### src/rtl/wb_master_pkg.sv
// Shared constants and encodings for the Wishbone burst master.
package wb_master_pkg;

  localparam logic [2:0] CTI_CLASSIC = 3'b000;
  localparam logic [2:0] CTI_INCR    = 3'b010;
  localparam logic [2:0] CTI_EOB     = 3'b111;

  localparam logic [1:0] BTE_LINEAR  = 2'b00;

  localparam logic [1:0] ST_OK       = 2'b00;
  localparam logic [1:0] ST_BUSERR   = 2'b01;
  localparam logic [1:0] ST_RETRY    = 2'b10;
  localparam logic [1:0] ST_TIMEOUT  = 2'b11;

  typedef enum logic [1:0] {
    S_IDLE      = 2'd0,
    S_BUS       = 2'd1,
    S_RETRY_GAP = 2'd2,
    S_FINISH    = 2'd3
  } state_e;

endpackage

### src/rtl/wb_master_watchdog.sv
// Bus watchdog: counts enabled cycles since the last clear and flags the
// cycle in which the count reaches TIMEOUT. TIMEOUT=0 removes the counter.
module wb_master_watchdog #(
  parameter int TIMEOUT = 255
) (
  input  logic clk_i,
  input  logic rst_i,
  input  logic clr_i,
  input  logic en_i,
  output logic expired_o
);

  generate
    if (TIMEOUT == 0) begin : g_off
      logic unused_w;
      assign unused_w  = ^{clk_i, rst_i, clr_i, en_i};
      assign expired_o = 1'b0;
    end else begin : g_on
      localparam int CW = $clog2(TIMEOUT + 1);
      logic [CW-1:0] cnt_q, cnt_d;

      // next count: clear wins, otherwise count while enabled, saturating
      always_comb begin
        cnt_d = cnt_q;
        if (clr_i) begin
          cnt_d = '0;
        end else if (en_i && (cnt_q != CW'(TIMEOUT))) begin
          cnt_d = cnt_q + CW'(1);
        end
      end

      // count register
      always_ff @(posedge clk_i) begin
        if (rst_i) cnt_q <= '0;
        else       cnt_q <= cnt_d;
      end

      // fires in the cycle whose count step lands on TIMEOUT
      assign expired_o = en_i && !clr_i && (cnt_q == CW'(TIMEOUT - 1));
    end
  endgenerate

endmodule

### src/rtl/wb_master_burst.sv
// Wishbone B3 bus master with incrementing bursts, retry and watchdog.
//
// state       | meaning
// S_IDLE      | waiting for start; command fields latched on start
// S_BUS       | cyc/stb asserted, waiting for ack/err/rty
// S_RETRY_GAP | one cycle with cyc/stb low after rty, then re-issue
// S_FINISH    | done pulse, status and beats_done valid
module wb_master_burst
  import wb_master_pkg::*;
#(
  parameter int DW        = 32,
  parameter int AW        = 32,
  parameter int MAX_BURST = 16,
  parameter int MAX_RETRY = 3,
  parameter int TIMEOUT   = 255
) (
  input  logic                         wb_clk,
  input  logic                         wb_rst,
  output logic [AW-1:0]                wb_adr_o,
  output logic [DW-1:0]                wb_dat_o,
  output logic [DW/8-1:0]              wb_sel_o,
  output logic                         wb_we_o,
  output logic                         wb_cyc_o,
  output logic                         wb_stb_o,
  output logic [2:0]                   wb_cti_o,
  output logic [1:0]                   wb_bte_o,
  input  logic [DW-1:0]                wb_dat_i,
  input  logic                         wb_ack_i,
  input  logic                         wb_err_i,
  input  logic                         wb_rty_i,
  input  logic                         start,
  input  logic [AW-1:0]                address,
  input  logic [DW/8-1:0]              selection,
  input  logic                         write,
  input  logic [$clog2(MAX_BURST):0]   length,
  input  logic [DW-1:0]                wr_data,
  output logic                         wr_next,
  output logic [DW-1:0]                rd_data,
  output logic                         rd_valid,
  output logic                         busy,
  output logic                         done,
  output logic [1:0]                   status,
  output logic [$clog2(MAX_BURST):0]   beats_done
);

  localparam int LW  = $clog2(MAX_BURST) + 1;
  localparam int RW  = (MAX_RETRY < 1) ? 1 : $clog2(MAX_RETRY + 1);
  localparam int BPB = DW / 8;

  state_e          state_q, state_d;
  logic [AW-1:0]   adr_q;
  logic [DW/8-1:0] sel_q;
  logic            we_q;
  logic            cyc_q;
  logic [2:0]      cti_q;
  logic [LW-1:0]   len_q;
  logic [LW-1:0]   beats_q;
  logic [RW-1:0]   retry_q;
  logic [1:0]      status_q;
  logic [DW-1:0]   rd_data_q;
  logic            rd_valid_q;

  logic            in_bus, accept;
  logic            ev_err, ev_rty, ev_ack, ev_to;
  logic            last_beat, retry_max;
  logic            wd_clr, wd_expired;
  logic [LW-1:0]   len_eff;

  // bus events, resolved with err > rty > ack > watchdog priority
  always_comb begin
    in_bus    = (state_q == S_BUS);
    accept    = (state_q == S_IDLE) && start;
    ev_err    = in_bus && wb_err_i;
    ev_rty    = in_bus && !wb_err_i && wb_rty_i;
    ev_ack    = in_bus && !wb_err_i && !wb_rty_i && wb_ack_i;
    ev_to     = in_bus && !wb_err_i && !wb_rty_i && !wb_ack_i && wd_expired;
    last_beat = ((beats_q + LW'(1)) == len_q);
    retry_max = (retry_q == RW'(MAX_RETRY));
    wd_clr    = accept || ev_rty || ev_ack;
    len_eff   = (length == '0) ? LW'(1) : length;
  end

  wb_master_watchdog #(
    .TIMEOUT (TIMEOUT)
  ) u_wd (
    .clk_i     (wb_clk),
    .rst_i     (wb_rst),
    .clr_i     (wd_clr),
    .en_i      (in_bus),
    .expired_o (wd_expired)
  );

  // state register
  always_ff @(posedge wb_clk) begin
    if (wb_rst) state_q <= S_IDLE;
    else        state_q <= state_d;
  end

  // next-state logic
  always_comb begin
    state_d = state_q;
    case (state_q)
      S_IDLE:      if (start) state_d = S_BUS;
      S_BUS: begin
        if (ev_err)                   state_d = S_FINISH;
        else if (ev_rty)              state_d = retry_max ? S_FINISH : S_RETRY_GAP;
        else if (ev_ack && last_beat) state_d = S_FINISH;
        else if (ev_to)               state_d = S_FINISH;
      end
      S_RETRY_GAP: state_d = S_BUS;
      S_FINISH:    state_d = S_IDLE;
      default:     state_d = S_IDLE;
    endcase
  end

  // command datapath: address/cti stepping, counters, status and read capture
  always_ff @(posedge wb_clk) begin
    if (wb_rst) begin
      adr_q      <= '0;
      sel_q      <= '0;
      we_q       <= 1'b0;
      cyc_q      <= 1'b0;
      cti_q      <= CTI_CLASSIC;
      len_q      <= '0;
      beats_q    <= '0;
      retry_q    <= '0;
      status_q   <= ST_OK;
      rd_data_q  <= '0;
      rd_valid_q <= 1'b0;
    end else begin
      cyc_q      <= (state_d == S_BUS);
      rd_valid_q <= 1'b0;
      if (accept) begin
        adr_q   <= address;
        sel_q   <= selection;
        we_q    <= write;
        len_q   <= len_eff;
        beats_q <= '0;
        retry_q <= '0;
        cti_q   <= (len_eff == LW'(1)) ? CTI_CLASSIC : CTI_INCR;
      end
      if (ev_err) status_q <= ST_BUSERR;
      if (ev_rty) begin
        if (retry_max) status_q <= ST_RETRY;
        else           retry_q  <= retry_q + RW'(1);
      end
      if (ev_ack) begin
        beats_q <= beats_q + LW'(1);
        adr_q   <= adr_q + AW'(BPB);
        if (!we_q) begin
          rd_data_q  <= wb_dat_i;
          rd_valid_q <= 1'b1;
        end
        if (last_beat) status_q <= ST_OK;
        else           cti_q    <= ((beats_q + LW'(2)) == len_q) ? CTI_EOB : CTI_INCR;
      end
      if (ev_to) status_q <= ST_TIMEOUT;
    end
  end

  // outputs decoded from state and the current bus response
  always_comb begin
    busy     = (state_q == S_BUS) || (state_q == S_RETRY_GAP);
    done     = (state_q == S_FINISH);
    wr_next  = ev_ack && we_q;
    wb_dat_o = (in_bus && we_q) ? wr_data : '0;
  end

  assign wb_adr_o   = adr_q;
  assign wb_sel_o   = sel_q;
  assign wb_we_o    = we_q;
  assign wb_cyc_o   = cyc_q;
  assign wb_stb_o   = cyc_q;
  assign wb_cti_o   = cti_q;
  assign wb_bte_o   = BTE_LINEAR;
  assign rd_data    = rd_data_q;
  assign rd_valid   = rd_valid_q;
  assign status     = status_q;
  assign beats_done = beats_q;

endmodule
### config.mk
export PLATFORM = sky130hd
export DESIGN_NAME = wb_master_burst
export DESIGN_NICKNAME = d
export VERILOG_FILES = /design/src/rtl/wb_master_pkg.sv /design/src/rtl/wb_master_watchdog.sv /design/src/rtl/wb_master_burst.sv
export SDC_FILE = /design/constraint.sdc
export NUM_CORES = 1
export LEC_CHECK = 0
export ABC_AREA = 0
export CAP_MARGIN = 20
export CORE_MARGIN = 2
export CORE_UTILIZATION = 50
export CTS_CLUSTER_DIAMETER = 30
export DETAILED_ROUTE_END_ITERATION = 12
export DONT_BUFFER_PORTS = 1
export PLACE_DENSITY_LB_ADDON = 0.3
export SLEW_MARGIN = 10
export SYNTH_ARGS = -nofsm -noshare
export SYNTH_HDL_FRONTEND = slang
export SYNTH_SLANG_ARGS = --single-unit
### constraint.sdc
create_clock -name wb_clk -period 2.38 [get_ports wb_clk]
set_input_delay 0.238 -clock wb_clk [delete_from_list [all_inputs] [get_ports wb_clk]]
set_output_delay 0.238 -clock wb_clk [all_outputs]
set_load 0.02 [all_outputs]
==> summary.md <==
| Metric | Value |
|---|---|
| CTS H-tree depth | `3` |
| Clock buffer count from CTS | `9` |
| ANT cells | `0` |
| Multi-input logic area | `2770 um^2` |
| Setup Skew | `roughly 0.017 ns` |
| Yosys top cell by area | `dfxtp_1` |
| Tot GR Track Use | `roughly a quarter` |
| Worst vdd ir | `0.000263 V` |
| Tcrit/Tclk final | `between 90 and 100%` |
| Most frequent cells in the layout | `nand2_1 (132), dfxtp_1 (98), a21oi_1 (68)` |
| Layout area overhead | `16.8%` |
| CP max FO | `31` |
| Share of layout cells above drive strength 1 | `around a tenth` |
| CTS tree | `yes` |
| Fin Setup TNS | `0 ns` |
| Pwr dens | `611 nW/um^2` |
| Vias in the first global route | `around 4300` |
| Root Driver | `clkbuf_8` |
| RSZ-0062 raised after global routing | `no` |
| Outcome | `finished clean` |
| Number of vias per cell | `around 6` |
| Clk slew on worst S/H paths | `about 0.11 ns` |
| Post-synth EDFFs | `0` |
| Core area | `approximately 9700 um^2` |
| Row cnt | `36` |
| Final Non-Filler Cells | `just under 800` |
| First-pass GRT wire length | `a little over 20 mm` |
| RD Place Congestion | `0.830` |
| CP peak stage delay | `between 0.3 and 0.4 ns` |
| DIE WIDTH | `approximately 100 um` |
| Crit path launch type | `flop` |
| Die area | `10700 um^2` |
| Max-slew violations | `0` |
| Final setup viols | `0` |
| Sink Count | `98` |
| Die height | `slightly above 100 um` |
| CTS max path bufs | `2` |
| CP max-delay cell | `dfxtp_1` |
| Sequential area share after synthesis | `between 30% and 40%` |
| Fin nets | `roughly 780` |
| Detailed Place HPWL | `approximately 9.4 mm` |
| Endpoints failing hold | `0` |
| Starting Density | `50.9%` |
| WP data arrival | `1.97 ns` |
| Hold Path Class | `in2reg` |
| Avg WL per Cell | `17.5 um` |
| Top-area cell type share of the netlist area | `between 30% and 40%` |
| Number of placed I/O pins | `about 230` |
| Unique cell type count in the Yosys netlist | `61` |
| Critical Path RT | `2.14 ns` |
| Slew margin rel. | `about 43%` |
| Clock Latency Late Sink | `between 0.3 and 0.4 ns` |
| Largest net degree at the start of global routing | `81` |
| #FFs+latches synth | `98` |
| Worst-path cell chain | `inv_1 > ha_1 > and4bb_2 > buf_4 > and2_1` |
| Initial antenna violation count | `0` |
| Leakage | `about 0.0022 uW` |
| Ys Warns | `0` |
| Ys async rst share | `0%` |
| Remaining Overflow, GRT | `0` |
| Initial DRC Count | `around 190` |
| Top cells by area, synth | `dfxtp_1 (40%), nand2_1 (10%), a21oi_1 (6.9%), and3_1 (5.1%), xor2_1 (3.2%)` |
| Max-cap viol count | `0` |
| Syn Inst Count | `around 600` |
| IO Port Bufs | `0` |
| Seq. cell area | `slightly below 2000 um^2` |
| Number of post-CTS setup repair buffers | `0` |
| Cell area after synthesis | `about 4900 um^2` |
| First-pass iteration count of the detailed router | `4` |
| Pin slew with the least headroom to its limit | `roughly 0.86 ns` |
| Total Routed Length | `13.9 mm` |
| DRC Markers | `0` |
| Routed vias | `4653` |
| Crit path capture type | `primary output` |
| WS Path Type | `reg2out` |
| Fillers | `870` |
| Fin crit period | `2.21 ns` |
| Dpl cells | `between 700 and 800` |
| Most used DFF post-synth | `dfxtp_1` |
| Most common cell after layout, fill and taps aside | `nand2_1` |
| Antenna viol nets, final | `0` |
| Fmax | `0.453 GHz` |
| Mean Syn Cell Area | `~8 um^2` |
-- path summary, 6_finish.rpt --
check | startpoint | endpoint | slack, ns | depth (start not counted)
max reg2reg | state_q[1] | u_wd.g_on.cnt_q[5] | 0.27 | 8
max | state_q[1] | wr_next | 0.17 | 5
min | address[18] | wb_adr_o[18] | 0.01 | 2
min reg2reg | len_q[4] | len_q[4] | 0.48 | 2
-- registers in the layout, summed over array words and instances, names as in the netlist --
| register | cells |
|---|---|
| beats_done | 5 |
| len_q | 5 |
| rd_data | 32 |
| rd_valid | 1 |
| retry_q | 2 |
| state_q | 2 |
| status | 2 |
| u_wd.g_on.cnt_q | 8 |
| wb_adr_o | 32 |
| wb_cti_o | 3 |
| wb_cyc_o | 1 |
| wb_sel_o | 4 |
| wb_we_o | 1 |
-- kinds of logic after synthesis --
kind of cell             after synthesis  synth area share [%]
multiplexers                           4                 0.939
XOR/XNOR                              25                  4.44
AO/OA/AOI/OAI                        139                  17.7
adder cells (fa/ha/maj)               10                  2.54
flip-flops                            98                  39.8
buffers and inverters                 49                  4.29
other                                  1                0.0761
AND/OR/NAND/NOR                      292                  30.2
-- through the flow --
stage          total power (uW)  hold WS [ns]  utilization (%)  instance area [um^2]  setup WS, ns
2_1_floorplan              2310         0.374                -                  4930         0.345
3_3_place_gp               2400         0.319             52.6                  5090         0.306
3_5_place_dp               2420         0.318             52.6                  5090         0.234
4_1_cts                    3520       0.00115             59.4                  5750         0.164
5_1_grt                    3680       0.00201             59.4                  5760       0.00594
6_report                   3510        0.0129             59.4                  5760         0.173
-- area by class of cell --
cell class / count / area share (%)
Clock inverter: 6 / 0.935
Multi-Input combinational cell: 472 / 48.1
Inverter: 7 / 0.456
Timing Repair Buffer: 69 / 11.3
Clock buffer: 10 / 2.22
Tap cell: 133 / 2.89
Sequential cell: 98 / 34.1
-- metal layers --
layer / global-route usage (%) / up-vias / wire [um]
met5: 0 / - / 0
met4: 8.30 / 0 / 233
met3: 8.67 / 20 / 1250
met2: 40.7 / 195 / 6840
met1: 30.1 / 2188 / 5600
li1: - / 2250 / -
-- worst max-delay path, delay by kind of cell (launching register included) --
family / cells / cell delay [ns]
and+or+nand+nor: 2 / 0.57
buffers and inverters: 2 / 0.46
DFF: 1 / 0.36
adders and majority gates: 1 / 0.21
-- Yosys cell counts (3+ instances only) --
library cell,n
nand2_1,133
dfxtp_1,98
a21oi_1,68
and3_1,40
nor2_1,39
clkbuf_1,29
xor2_1,18
nand3_1,17
o21ai_0,16
a211oi_1,11
nand4_1,11
a31oi_1,10
ha_1,10
nor3_1,8
and2_1,7
buf_2,7
inv_1,7
xnor2_1,7
a221oi_1,6
a311oi_1,5
buf_4,5
or3_1,5
a31o_2,4
nor4_1,4
a22oi_1,3
and4_1,3
nand3b_1,3
nor3b_1,3
-- power by group --
part	leakage, uW	switching [uW]	internal (uW)	total (uW)
sequential	0.000798	193	1730	1920
clock	0.0000898	636	402	1040
combinational	0.00132	326	231	557
total	0.00220	1150	2360	3510
-- repair_timing --
action,CTS,global route
hold buffers,46,0
setup endpoints to repair,0,1
endpoints found under the hold margin,80,0
gates resized for setup,0,1
Power figures use the tool's default switching activity.
